`config.mk`:
```
export PLATFORM = sky130hd
export DESIGN_NAME = ps2_scan_receiver
export DESIGN_NICKNAME = d
export VERILOG_FILES = /design/src/rtl/ps2_pkg.sv /design/src/rtl/ps2_input_sync.sv /design/src/rtl/ps2_scan_receiver.sv
export SDC_FILE = /design/constraint.sdc
export NUM_CORES = 1
export LEC_CHECK = 0
export BUFFER_PORTS_ARGS = -buffer_cell sky130_fd_sc_hd__buf_4
export CAP_MARGIN = 20
export CORE_MARGIN = 1.5
export CORE_UTILIZATION = 45
export DETAILED_ROUTE_END_ITERATION = 8
export MAX_ROUTING_LAYER = met4
export SLEW_MARGIN = 20
export SYNTH_ARGS = -nofsm -noshare
export SYNTH_HDL_FRONTEND = slang
export SYNTH_SLANG_ARGS = --single-unit
```
`constraint.sdc`:
```
create_clock -name clk -period 3.2 [get_ports clk]
set_input_delay 0.32 -clock clk [delete_from_list [all_inputs] [get_ports clk]]
set_output_delay 0.32 -clock clk [all_outputs]
set_load 0.005 [all_outputs]
```
`src/rtl/ps2_pkg.sv`:
```
// ps2_pkg: shared codes and FSM state type for the PS/2 scan receiver
package ps2_pkg;
  localparam logic [7:0] BREAK_CODE = 8'hF0;
  localparam logic [7:0] EXT_CODE = 8'hE0;
  typedef enum logic [2:0] {IDLE, START_CHK, DATA, PARITY, STOP} state_t;
endpackage

```
`src/rtl/ps2_input_sync.sv`:
```
// ps2_input_sync: synchronizes the PS/2 pins, glitch-filters the clock and flags its falling edges
module ps2_input_sync #(
  parameter int FILTER_LEN = 4
) (
  input  logic clk,
  input  logic rst,
  input  logic i_ps2_clk,
  input  logic i_ps2_data,
  output logic o_fall_tick,
  output logic o_data
);
  localparam int CW = $clog2(FILTER_LEN + 1);
  logic [1:0] r_clk_s, r_dat_s;
  logic [CW-1:0] r_cnt;
  logic r_filt, r_filt_d;
  always_ff @(posedge clk) begin
    if (rst) begin
      r_clk_s <= 2'b11;
      r_dat_s <= 2'b11;
      r_cnt <= '0;
      r_filt <= 1'b1;
      r_filt_d <= 1'b1;
    end else begin
      r_clk_s <= {r_clk_s[0], i_ps2_clk};
      r_dat_s <= {r_dat_s[0], i_ps2_data};
      r_filt_d <= r_filt;
      // a new level must persist FILTER_LEN samples before it is believed
      if (r_clk_s[1] == r_filt) r_cnt <= '0;
      else if (r_cnt == CW'(FILTER_LEN - 1)) begin
        r_filt <= r_clk_s[1];
        r_cnt <= '0;
      end else r_cnt <= r_cnt + 1'b1;
    end
  end
  assign o_fall_tick = r_filt_d & ~r_filt;
  assign o_data = r_dat_s[1];
endmodule

```
`src/rtl/ps2_scan_receiver.sv`:
```
// ps2_scan_receiver: decodes PS/2 set-2 frames and tracks the currently held make code
module ps2_scan_receiver
  import ps2_pkg::*;
#(
  parameter int FILTER_LEN = 4,
  parameter int TIMEOUT_CYCLES = 50000
) (
  input  logic       clk,
  input  logic       rst,
  input  logic       ps2_clk,
  input  logic       ps2_data,
  output logic [7:0] key,
  output logic [7:0] scan_code,
  output logic       key_valid,
  output logic       frame_err
);
  localparam int TW = $clog2(TIMEOUT_CYCLES + 1);
  logic w_tick, w_data, w_good;
  state_t r_state;
  logic [7:0] r_shift;
  logic [2:0] r_bit;
  logic r_start, r_par, r_brk, r_ext;
  logic [TW-1:0] r_to;
  ps2_input_sync #(.FILTER_LEN(FILTER_LEN)) u_sync (
    .clk(clk),
    .rst(rst),
    .i_ps2_clk(ps2_clk),
    .i_ps2_data(ps2_data),
    .o_fall_tick(w_tick),
    .o_data(w_data)
  );
  assign w_good = (^{r_shift, r_par}) & w_data;
  always_ff @(posedge clk) begin
    if (rst) begin
      r_state <= IDLE;
      r_shift <= '0;
      r_bit <= '0;
      r_start <= 1'b0;
      r_par <= 1'b0;
      r_brk <= 1'b0;
      r_ext <= 1'b0;
      r_to <= '0;
      key <= '0;
      scan_code <= '0;
      key_valid <= 1'b0;
      frame_err <= 1'b0;
    end else begin
      key_valid <= 1'b0;
      frame_err <= 1'b0;
      r_to <= (r_state == IDLE || w_tick) ? '0 : r_to + 1'b1;
      if (r_state != IDLE && r_to == TW'(TIMEOUT_CYCLES)) begin
        r_state <= IDLE;
        frame_err <= 1'b1;
      end else begin
        case (r_state)
          IDLE: if (w_tick) begin
            r_start <= w_data;
            r_state <= START_CHK;
          end
          START_CHK: begin
            r_bit <= '0;
            r_state <= r_start ? IDLE : DATA;
          end
          DATA: if (w_tick) begin
            r_shift <= {w_data, r_shift[7:1]};
            r_bit <= r_bit + 1'b1;
            if (r_bit == 3'd7) r_state <= PARITY;
          end
          PARITY: if (w_tick) begin
            r_par <= w_data;
            r_state <= STOP;
          end
          STOP: if (w_tick) begin
            r_state <= IDLE;
            key_valid <= w_good;
            frame_err <= ~w_good;
            if (w_good) begin
              scan_code <= r_shift;
              // prefixes arm flags; the next plain code consumes them
              if (r_shift == BREAK_CODE) r_brk <= 1'b1;
              else if (r_shift == EXT_CODE) r_ext <= 1'b1;
              else if (r_ext) begin
                r_ext <= 1'b0;
                r_brk <= 1'b0;
              end else if (r_brk) begin
                r_brk <= 1'b0;
                if (r_shift == key) key <= '0;
              end else key <= r_shift;
            end
          end
          default: r_state <= IDLE;
        endcase
      end
    end
  end
endmodule

```
==> impl_metrics.toml, run 1 <==
[outcome]
status = "complete, no violations"

[yosys]
syn_inst = 302
synth_top_family_by_area = "simple AND/OR/NAND/NOR gates"
synth_nets = 312
synth_edf_count = 0
synth_warnings = 0
synth-seq-area-share_pct = 44.9
synth_xor_area_share_pct = 10.4
synth_seq_cells = 61
synth-simple-area-share_pct = 25.9
synth_compound_area_share_pct = 7.87
synth_area_per_cell_um2 = 9.01
synthAdderAreaFrac_pct = 2.76
synthMuxAreaShare_pct = 3.31
synth_ff_type = "dfxtp_1"
ys_async_sr_fraction_pct = 0
syn_area_um2 = 2720
yosysUniqueCellTypes = 40

[clock_tree]
cts_tree = "built"
clkSinkCount = 61
hold_buffers = 0
path_clk_slew_ns = 0.07
cts_max_level = 3
ctsLongestPathBuffers = 2
clk_latency_ns = 0.33
cts_made_buffers = 9
cts_setup_buffers = 0
cts-root-buf = "clkbuf_8"
cts_resized = 0

[sta]
worst_slew_pin_slew_ns = 0.643
hold_viol = 0
final_max_slew_viol_count = 0
max_slew_margin_pct = 57.1
setup_viol = 0
min_period_ns = 2.41
fin_ws_ns = 0.785
clock.fmax_ghz = 0.414
setup_tns_ns = 0
min_period_over_period_pct = 75.5
fin_skew_ns = 0.00836
rsz0062_at_grt = "false"

[drt]
wire_per_inst_um = 13.1
vias_per_cell = 5.15
first_iter_violations = 147
drtPass1Iterations = 4
ant_nets = 0
drt_wl_total_mm = 5.19
vias = 2039
drc = 0

[global_route]
grt_pass1_vias = 1873
overflow = 0
antenna_found_initial = 0
grt.total_usage_pct = 17.9
grt_max_degree = 43
grt_pass1_wl_mm = 8.58

[flow_run]
cap_violations = 0

[cells_and_area]
drive_above_1_share_pct = 15.6
nets = 326
nFillCells = 558
syn2layout_area_growth_pct = 11.7
layout_common_cells = "dfxtp_1, nor2_1, nand2_1"
mostFrequentLayoutCell = "dfxtp_1"
fin_area_um2 = 3040
final_util_pct = 51.6
layout.cells.non_filler = 396
n_antenna_cell = 0

[worst_hold_path]
hold_class = "input port to flip-flop"
worstHoldStart = "ps2_clk"

[placed_design]
dp_hpwl_mm = 3.37
placed_area_um2 = 2880
port_buffers = 21
dp.cells = 380
gp_congestion = 0.755
pre_cts_slack_ns = 0.823

[setup_path]
cp-startpoint = "r_shift[4]"
worstPathRequired_ns = 3.46
r2r-start = "r_shift[4]"
cp-start-kind = "flip-flop"
cpLargestDelayFamily = "XOR/XNOR gates"
path_class = "flip-flop to flip-flop"
critPathMaxStageDelay_ns = 0.66
slowest_stage = "and4b_1"
crit_fanout = 18
crit_chain = "xnor2_1, xnor3_1, xnor2_2, and4b_1, nand4b_1, a21oi_1"
end_kind = "flip-flop"
crit_buf_inv = 0
crit_arrival_ns = 2.68

[pwr]
powerDensity_nw_per_um2 = 443
pwr-share-comb_pct = 1.1
power.share.clock_pct = 42.1
seq_power_share_pct = 56.8
swShare_pct = 22.5
p_sw_w = 0.000302
p_int_w = 0.00104
ir_drop_mv = 0.299
leakagePower_nw = 1.07

[floorplanning]
rows = 28
io_pins = 22
die_h_um = 80.7
die_area_um2 = 6520
die-width_um = 80.7
start_util_pct = 46.2
core-area_um2 = 5890
## cell families (layout without fill, tap and decap cells)
family	count (synthesis)	count (layout)
AO/OA/AOI/OAI	40	40
XOR/XNOR	29	29
adder cells (fa/ha/maj)	6	6
buffers and inverters	27	46
flip-flops	61	61
multiplexers	9	9
AND/OR/NAND/NOR	130	130
## stage by stage
| stage | power [W] | hold WS [ns] |
|---|---|---|
| floorplan | 0.000790 | 0.389 |
| global placement | 0.000796 | 0.396 |
| detailed placement | 0.000796 | 0.395 |
| CTS | 0.00136 | 0.163 |
| global route | 0.00139 | 0.161 |
| finish | 0.00134 | 0.174 |
## synthesized netlist by cell type, drive strengths merged (2+ instances only)
cell type / count / share of area (%)
ha: 6 / 2.8
nor3: 4 / 0.74
nand2b: 2 / 0.46
nor2b: 6 / 1.4
clkbuf: 11 / 1.5
or2: 7 / 1.6
nand4b: 8 / 3.1
o21ai: 11 / 2.0
nor3b: 2 / 0.55
and3: 2 / 0.46
nand3b: 3 / 0.83
dfxtp: 61 / 45
a211o: 2 / 0.64
nor2: 40 / 5.6
a21oi: 24 / 4.4
nand2: 28 / 3.9
xor2: 11 / 3.5
inv: 7 / 0.97
or4: 2 / 0.69
or3: 4 / 0.92
nand4: 7 / 1.6
nand3: 10 / 1.8
mux2i: 9 / 3.3
xnor2: 17 / 6.0
buf: 9 / 2.4
## flip-flops by register name (all words and copies together) (netlist names), 2 cells and up
| register | cells |
|---|---|
| r_to | 16 |
| key | 8 |
| r_shift | 8 |
| r_state | 3 |
| u_sync.r_dat_s | 2 |
| r_bit | 3 |
| u_sync.r_cnt | 3 |
| scan_code | 8 |
| u_sync.r_clk_s | 2 |
## path summary, 6_finish.rpt
check | end | slack (ns) | cells past startpoint
max | key[6] | 0.79 | 6
min reg2reg | u_sync.r_dat_s[1] | 0.41 | 1
max reg2reg | key[6] | 0.79 | 6
min | u_sync.r_clk_s[0] | 0.17 | 2
## area by class of cell
| type | instances | area (um2) | area share, % |
|---|---|---|---|
| timing repair buffer | 23 | 173 | 5.68 |
| inverter | 7 | 26.3 | 0.865 |
| tap | 75 | 93.8 | 3.09 |
| clock inverter | 5 | 27.5 | 0.906 |
| multi-input combinational | 214 | 1370 | 44.9 |
| sequential | 61 | 1220 | 40.2 |
| clock buffer | 11 | 131 | 4.32 |
## power by group through the flow
stage / Combinational, W / Clock, W / Sequential, W
2_1_floorplan: 0.0000101 / 0 / 0.000780
3_3_place_gp: 0.0000151 / 0 / 0.000781
3_5_place_dp: 0.0000151 / 0 / 0.000781
4_1_cts: 0.0000151 / 0.000581 / 0.000763
5_1_grt: 0.0000167 / 0.000614 / 0.000763
6_report: 0.0000150 / 0.000566 / 0.000764
## metal layers
| layer | GRT usage (%) | up-vias | share of wire (%) |
|---|---|---|---|
| met1 | 22.9 | 960 | 52 |
| li1 | - | 1046 | - |
| met4 | 8.10 | 0 | 1.4 |
| met5 | - | - | 0 |
| met3 | 5.06 | 7 | 2.4 |
| met2 | 26.2 | 26 | 44 |
No activity file was read; power rests on OpenSTA's default activity.
==> inputs of run 2 (changes only) <==
- ABC_AREA: not set -> 1
- clock period: 3.2 -> 2.1 ns (I/O delays scaled with it)
==> run 2 against run 1 <==
Synthesized area increased by 8.5%. Die area up 8.1%. Critical path type unchanged. Sequential share of layout area shrank 4.5 points. Via count grew 27%. Largest cell class unchanged. Critical path depth increased by 4. Wire length up 18%.
==> impl_metrics.toml, run 2 <==
[yosys]
ys_async_sr_fraction_pct = 0
synth_area_per_cell_um2 = 6.93
synth_edf_count = 0
syn_inst = 426
synth_nets = 436
synth_common_cells = "nand2_1, nor2_1, dfxtp_1"
synth_ff_type = "dfxtp_1"
synth-seq-area-share_pct = 41.4
yosysUniqueCellTypes = 33
synth_top_cells_by_area = "dfxtp_1, nand2_1, nor2_1"
syn_area_um2 = 2950
synth_most_common_cell = "nand2_1"
yosysTopAreaCell = "dfxtp_1"
synth_warnings = 0
synth_top_area_share_pct = 41.4
synth_seq_cells = 61

[setup_path]
rr_worst_depth = 10
cp-start-kind = "flip-flop"
reg2reg_slack_ns = 0.21
worstPathRequired_ns = 2.33
r2r-end = "r_shift[6]"
path_class = "flip-flop to flip-flop"
crit_fanout = 16
crit_arrival_ns = 2.12
end_kind = "flip-flop"
r2r-start = "r_to[0]"

[drt]
drt_wl_total_mm = 6.14
vias = 2590
ant_nets = 0
first_iter_violations = 138
drc = 0
wire_per_inst_um = 11.4
drtPass1Iterations = 4
vias_per_cell = 4.82

[clock_tree]
cts_tree = "built"
path_clk_slew_ns = 0.07
cts_max_level = 3
cts-root-buf = "clkbuf_8"
clk_latency_ns = 0.34
clkSinkCount = 61
ctsLongestPathBuffers = 2
cts_setup_buffers = 0
cts_made_buffers = 9

[global_route]
antenna_found_initial = 0
grt_pass1_vias = 2281
overflow = 0
grt_max_degree = 24
grt.total_usage_pct = 19.1
grt_pass1_wl_mm = 10.4

[cells_and_area]
max_flop_register = "r_to"
layout_common_cells = "nand2_1, nor2_1, dfxtp_1"
largest_reg_flops = 16
nets = 465
drive_above_1_share_pct = 16.3
nFillCells = 652
mostFrequentLayoutCell = "nand2_1"
syn2layout_area_growth_pct = 16.2
n_antenna_cell = 0
fin_area_um2 = 3430

[sta]
min_period_ns = 1.89
setup_viol = 0
setup_tns_ns = 0
fin_skew_ns = 0.00736
rsz0062_at_grt = "false"
clock.fmax_ghz = 0.529
worst_slew_pin_slew_ns = 0.307
min_period_over_period_pct = 90.0
whs_ns = 0.0474
final_max_slew_viol_count = 0
max_slew_margin_pct = 79.3
hold_viol = 0

[worst_hold_path]
min_to = "u_sync.r_clk_s[0]"
worstHoldStart = "ps2_clk"
hold_class = "input port to flip-flop"
min_path_cells = 2

[floorplanning]
die_h_um = 84.0
io_pins = 22
core-area_um2 = 6350
start_util_pct = 46.5
rows = 29
die-width_um = 84.0
die_area_um2 = 7050

[pwr]
ir_drop_mv = 0.379
swShare_pct = 21.4
leakagePower_nw = 1.51
powerDensity_nw_per_um2 = 694
p_int_w = 0.00187
pwr-share-comb_pct = 1.4
p_sw_w = 0.000509
total_power_w = 0.00238
seq_power_share_pct = 48.9
power.share.clock_pct = 49.8

[placed_design]
dp_hpwl_mm = 4.46
port_buffers = 21
placed_area_um2 = 3190
gp_congestion = 0.861

[outcome]
status = "complete, no violations"

[flow_run]
cap_violations = 0
[run 2: worst max-delay path by stage]
stage / start / end / slack (ns) / depth (start not counted)
2_1_floorplan: r_to[0] / r_to[14] / 0.48 / 10
3_3_place_gp: r_shift[6] / scan_code[2] / 0.19 / 11
3_5_place_dp: r_shift[6] / scan_code[4] / 0.15 / 12
4_1_cts: r_shift[6] / scan_code[4] / 0.12 / 12
5_1_grt: r_state[2] / r_shift[2] / 0.006 / 9
6_report: r_to[0] / r_shift[6] / 0.21 / 10
[run 2: repair_timing]
action | in CTS | in global routing
endpoints found under the setup margin | 0 | 10
resized for setup | 0 | 5
hold buffers | 0 | 0
[run 2: cells by family (layout without fill, tap and decap cells)]
logic type / count (synthesis) / in the layout / synth area share (%)
simple gates: 237 / 237 / 36.0
buf+inv: 68 / 102 / 9.50
flops: 61 / 61 / 41.4
compound gates: 47 / 47 / 8.52
xor+xnor: 7 / 7 / 2.08
fa+ha+maj: 6 / 6 / 2.54
[run 2: routing by layer]
layer	part of all wire, %	wire length, um	up-vias	global-route usage [%]
met5	0	0	-	-
met1	51	3150	1145	24.4
met2	43	2660	31	28.6
li1	-	-	1404	-
met4	2.1	128	0	9.39
met3	3.4	207	10	4.35
[run 2: power by group through the flow]
stage | logic [W] | clock network (W) | registers [W]
after CTS | 0.0000328 | 0.00120 | 0.00116
after detailed placement | 0.0000326 | 0 | 0.00119
after floorplan | 0.0000231 | 0 | 0.00119
after global routing | 0.0000377 | 0.00125 | 0.00116
final | 0.0000325 | 0.00118 | 0.00116
after global placement | 0.0000320 | 0 | 0.00119
[run 2: final cells by class]
| type | instances | area, um2 | share of cell area (%) |
|---|---|---|---|
| well taps | 77 | 96.3 | 2.81 |
| multi-input cells | 297 | 1450 | 42.4 |
| clock buffers | 10 | 138 | 4.02 |
| repair buffers | 28 | 210 | 6.13 |
| inverters | 58 | 218 | 6.35 |
| clock inverters | 6 | 86.3 | 2.52 |
| flip-flops and latches | 61 | 1220 | 35.7 |
[run 2: critical path, cell delays in order (launching register included)]
cell	delay, ns
dfxtp_1	0.37
inv_1	0.06
ha_1	0.19
and3_1	0.17
nand4_1	0.08
nor2_1	0.05
buf_4	0.15
inv_2	0.12
nand3_2	0.26
o21ai_0	0.27
a21oi_1	0.06
[run 2: metrics by stage]
stage | worst slack [ns] | instances | util (%)
detailed placement | 0.149 | 521 | 50.3
CTS | 0.119 | 537 | 53.8
global route | 0.00607 | 537 | 54.0
finish | 0.210 | 537 | 54.0
floorplan | 0.481 | 426 | -
global placement | 0.187 | 521 | 50.3
==> inputs of run 3 (changes only) <==
- RECOVER_POWER: not set -> 50
==> run 3 against run 2 <==
Wire length down 0.16%. Cell count did not move. Sequential share of layout area increased by 0.24 points. Non-clock buffer count unchanged. Worst hold slack lost 0.00085 ns. Critical path depth unchanged. Via count down 0.39%. Clock power barely moved. Clock-buffer cell count is the same. Total power about the same. Critical endpoint unchanged. Largest power group unchanged. Highest routed layer unchanged.
==> impl_metrics.toml, run 3 (synthesis results as in run 2) <==
[floorplanning]
die_h_um = 84.0
die-width_um = 84.0
io_pins = 22
die_area_um2 = 7050
core-area_um2 = 6350
rows = 29
start_util_pct = 46.5

[global_route]
overflow = 0
use_met3_pct = 4.35
antenna_found_initial = 0
grt_use_met1_pct = 24.4
grt_max_degree = 24
grt_pass1_wl_mm = 10.4
top_usage_layer = "met2"
grt.total_usage_pct = 19.1
grt_pass1_vias = 2281
gr-usage-met2_pct = 28.6

[drt]
vias = 2580
ant_nets = 0
wire_per_inst_um = 11.4
vias_per_cell = 4.80
drt_wl_total_mm = 6.13
first_iter_violations = 129
drtPass1Iterations = 4
drc = 0

[placed_design]
pre_cts_slack_ns = 0.149
dp_hpwl_mm = 4.46
gp_congestion = 0.861
port_buffers = 21

[sta]
min_period_ns = 1.89
whs_ns = 0.0466
final_max_slew_viol_count = 0
fin_skew_ns = 0.00826
min_period_over_period_pct = 89.8
clock.fmax_ghz = 0.530
max_slew_margin_pct = 69.6
hold_viol = 0
worst_slew_pin_slew_ns = 0.456
setup_tns_ns = 0
fin_ws_ns = 0.213
setup_viol = 0
rsz0062_at_grt = "false"

[clock_tree]
cts_setup_buffers = 0
clkSinkCount = 61
cts_tree = "built"
clk_latency_ns = 0.34
cts-root-buf = "clkbuf_8"
cts_made_buffers = 9
ctsLongestPathBuffers = 2
path_clk_slew_ns = 0.07
cts_max_level = 3

[cells_and_area]
n_antenna_cell = 0
syn2layout_area_growth_pct = 15.4
drive_above_1_share_pct = 15.4
mostFrequentLayoutCell = "nand2_1"
final_util_pct = 53.6
nets = 465
nFillCells = 659
max_flop_register = "r_to"
largest_reg_flops = 16
layout_common_cells = "nand2_1, nor2_1, dfxtp_1"

[outcome]
status = "complete, no violations"

[setup_path]
worstPathRequired_ns = 2.33
cp-start-kind = "flip-flop"
end_kind = "flip-flop"
crit_arrival_ns = 2.11
path_class = "flip-flop to flip-flop"
crit_fanout = 16

[pwr]
ir_drop_mv = 0.371
leakagePower_nw = 1.49
powerDensity_nw_per_um2 = 699

[worst_hold_path]
hold_class = "input port to flip-flop"

[flow_run]
cap_violations = 0
==> run 3: cell count changes in the layout (fill, tap and decap cells not counted) <==
cell      previous run  this run
buf_4               28         8
clkbuf_4             0        17
clkbuf_1             0         3
nor3_1              10        11
nor3_4               1         0
==> run 3: metrics by stage <==
stage          total power (W)  area [um2]  cells
6_report               0.00238        3400    537
3_5_place_dp           0.00122        3190    521
5_1_grt                0.00245        3400    537
4_1_cts                0.00240        3420    537
2_1_floorplan          0.00121        2950    426
3_3_place_gp           0.00122        3190    521
==> run 3: path summary, 6_finish.rpt <==
check,to,slack [ns],start,cells past startpoint
hold reg to reg,u_sync.r_dat_s[1],0.41,u_sync.r_dat_s[0],1
hold / removal,u_sync.r_clk_s[0],0.05,ps2_clk,2
setup reg to reg,r_shift[6],0.21,r_to[0],10
setup / recovery,r_shift[6],0.21,r_to[0],10
==> run 3: worst max-delay path, cell delays in order (launching register included) <==
cell and delay (ns):
dfxtp_1 0.37, inv_1 0.06, ha_1 0.19, and3_1 0.17, nand4_1 0.08, nor2_1 0.05, buf_4 0.15, inv_2 0.12
nand3_2 0.26, o21ai_0 0.27, a21oi_1 0.06
==> run 3: area by class of cell <==
class	instances	area, um2	area share (%)
clock inverter	6	86.3	2.54
inverter	58	218	6.39
sequential	61	1220	36.0
clock buffer	10	138	4.04
timing repair buffer	28	199	5.84
multi-input combinational	297	1440	42.4
tap	77	96.3	2.83
==> run 3: power by group <==
| group | internal [W] | switching [W] |
|---|---|---|
| registers | 0.00116 | 0.00000261 |
| logic | 0.0000112 | 0.0000199 |
| clock network | 0.000698 | 0.000489 |
| total | 0.00187 | 0.000511 |
==> run 3: what timing repair did <==
action                                  CTS  global route
endpoints found under the setup margin    0            10
hold buffers                              0             0
resized for setup                         0             5
==> run 3: per-layer routing <==
| layer | share of wire [%] | up-vias |
|---|---|---|
| li1 | - | 1403 |
| met1 | 52 | 1129 |
| met2 | 43 | 38 |
| met3 | 3.5 | 10 |
| met4 | 2.1 | 0 |
| met5 | 0 | - |
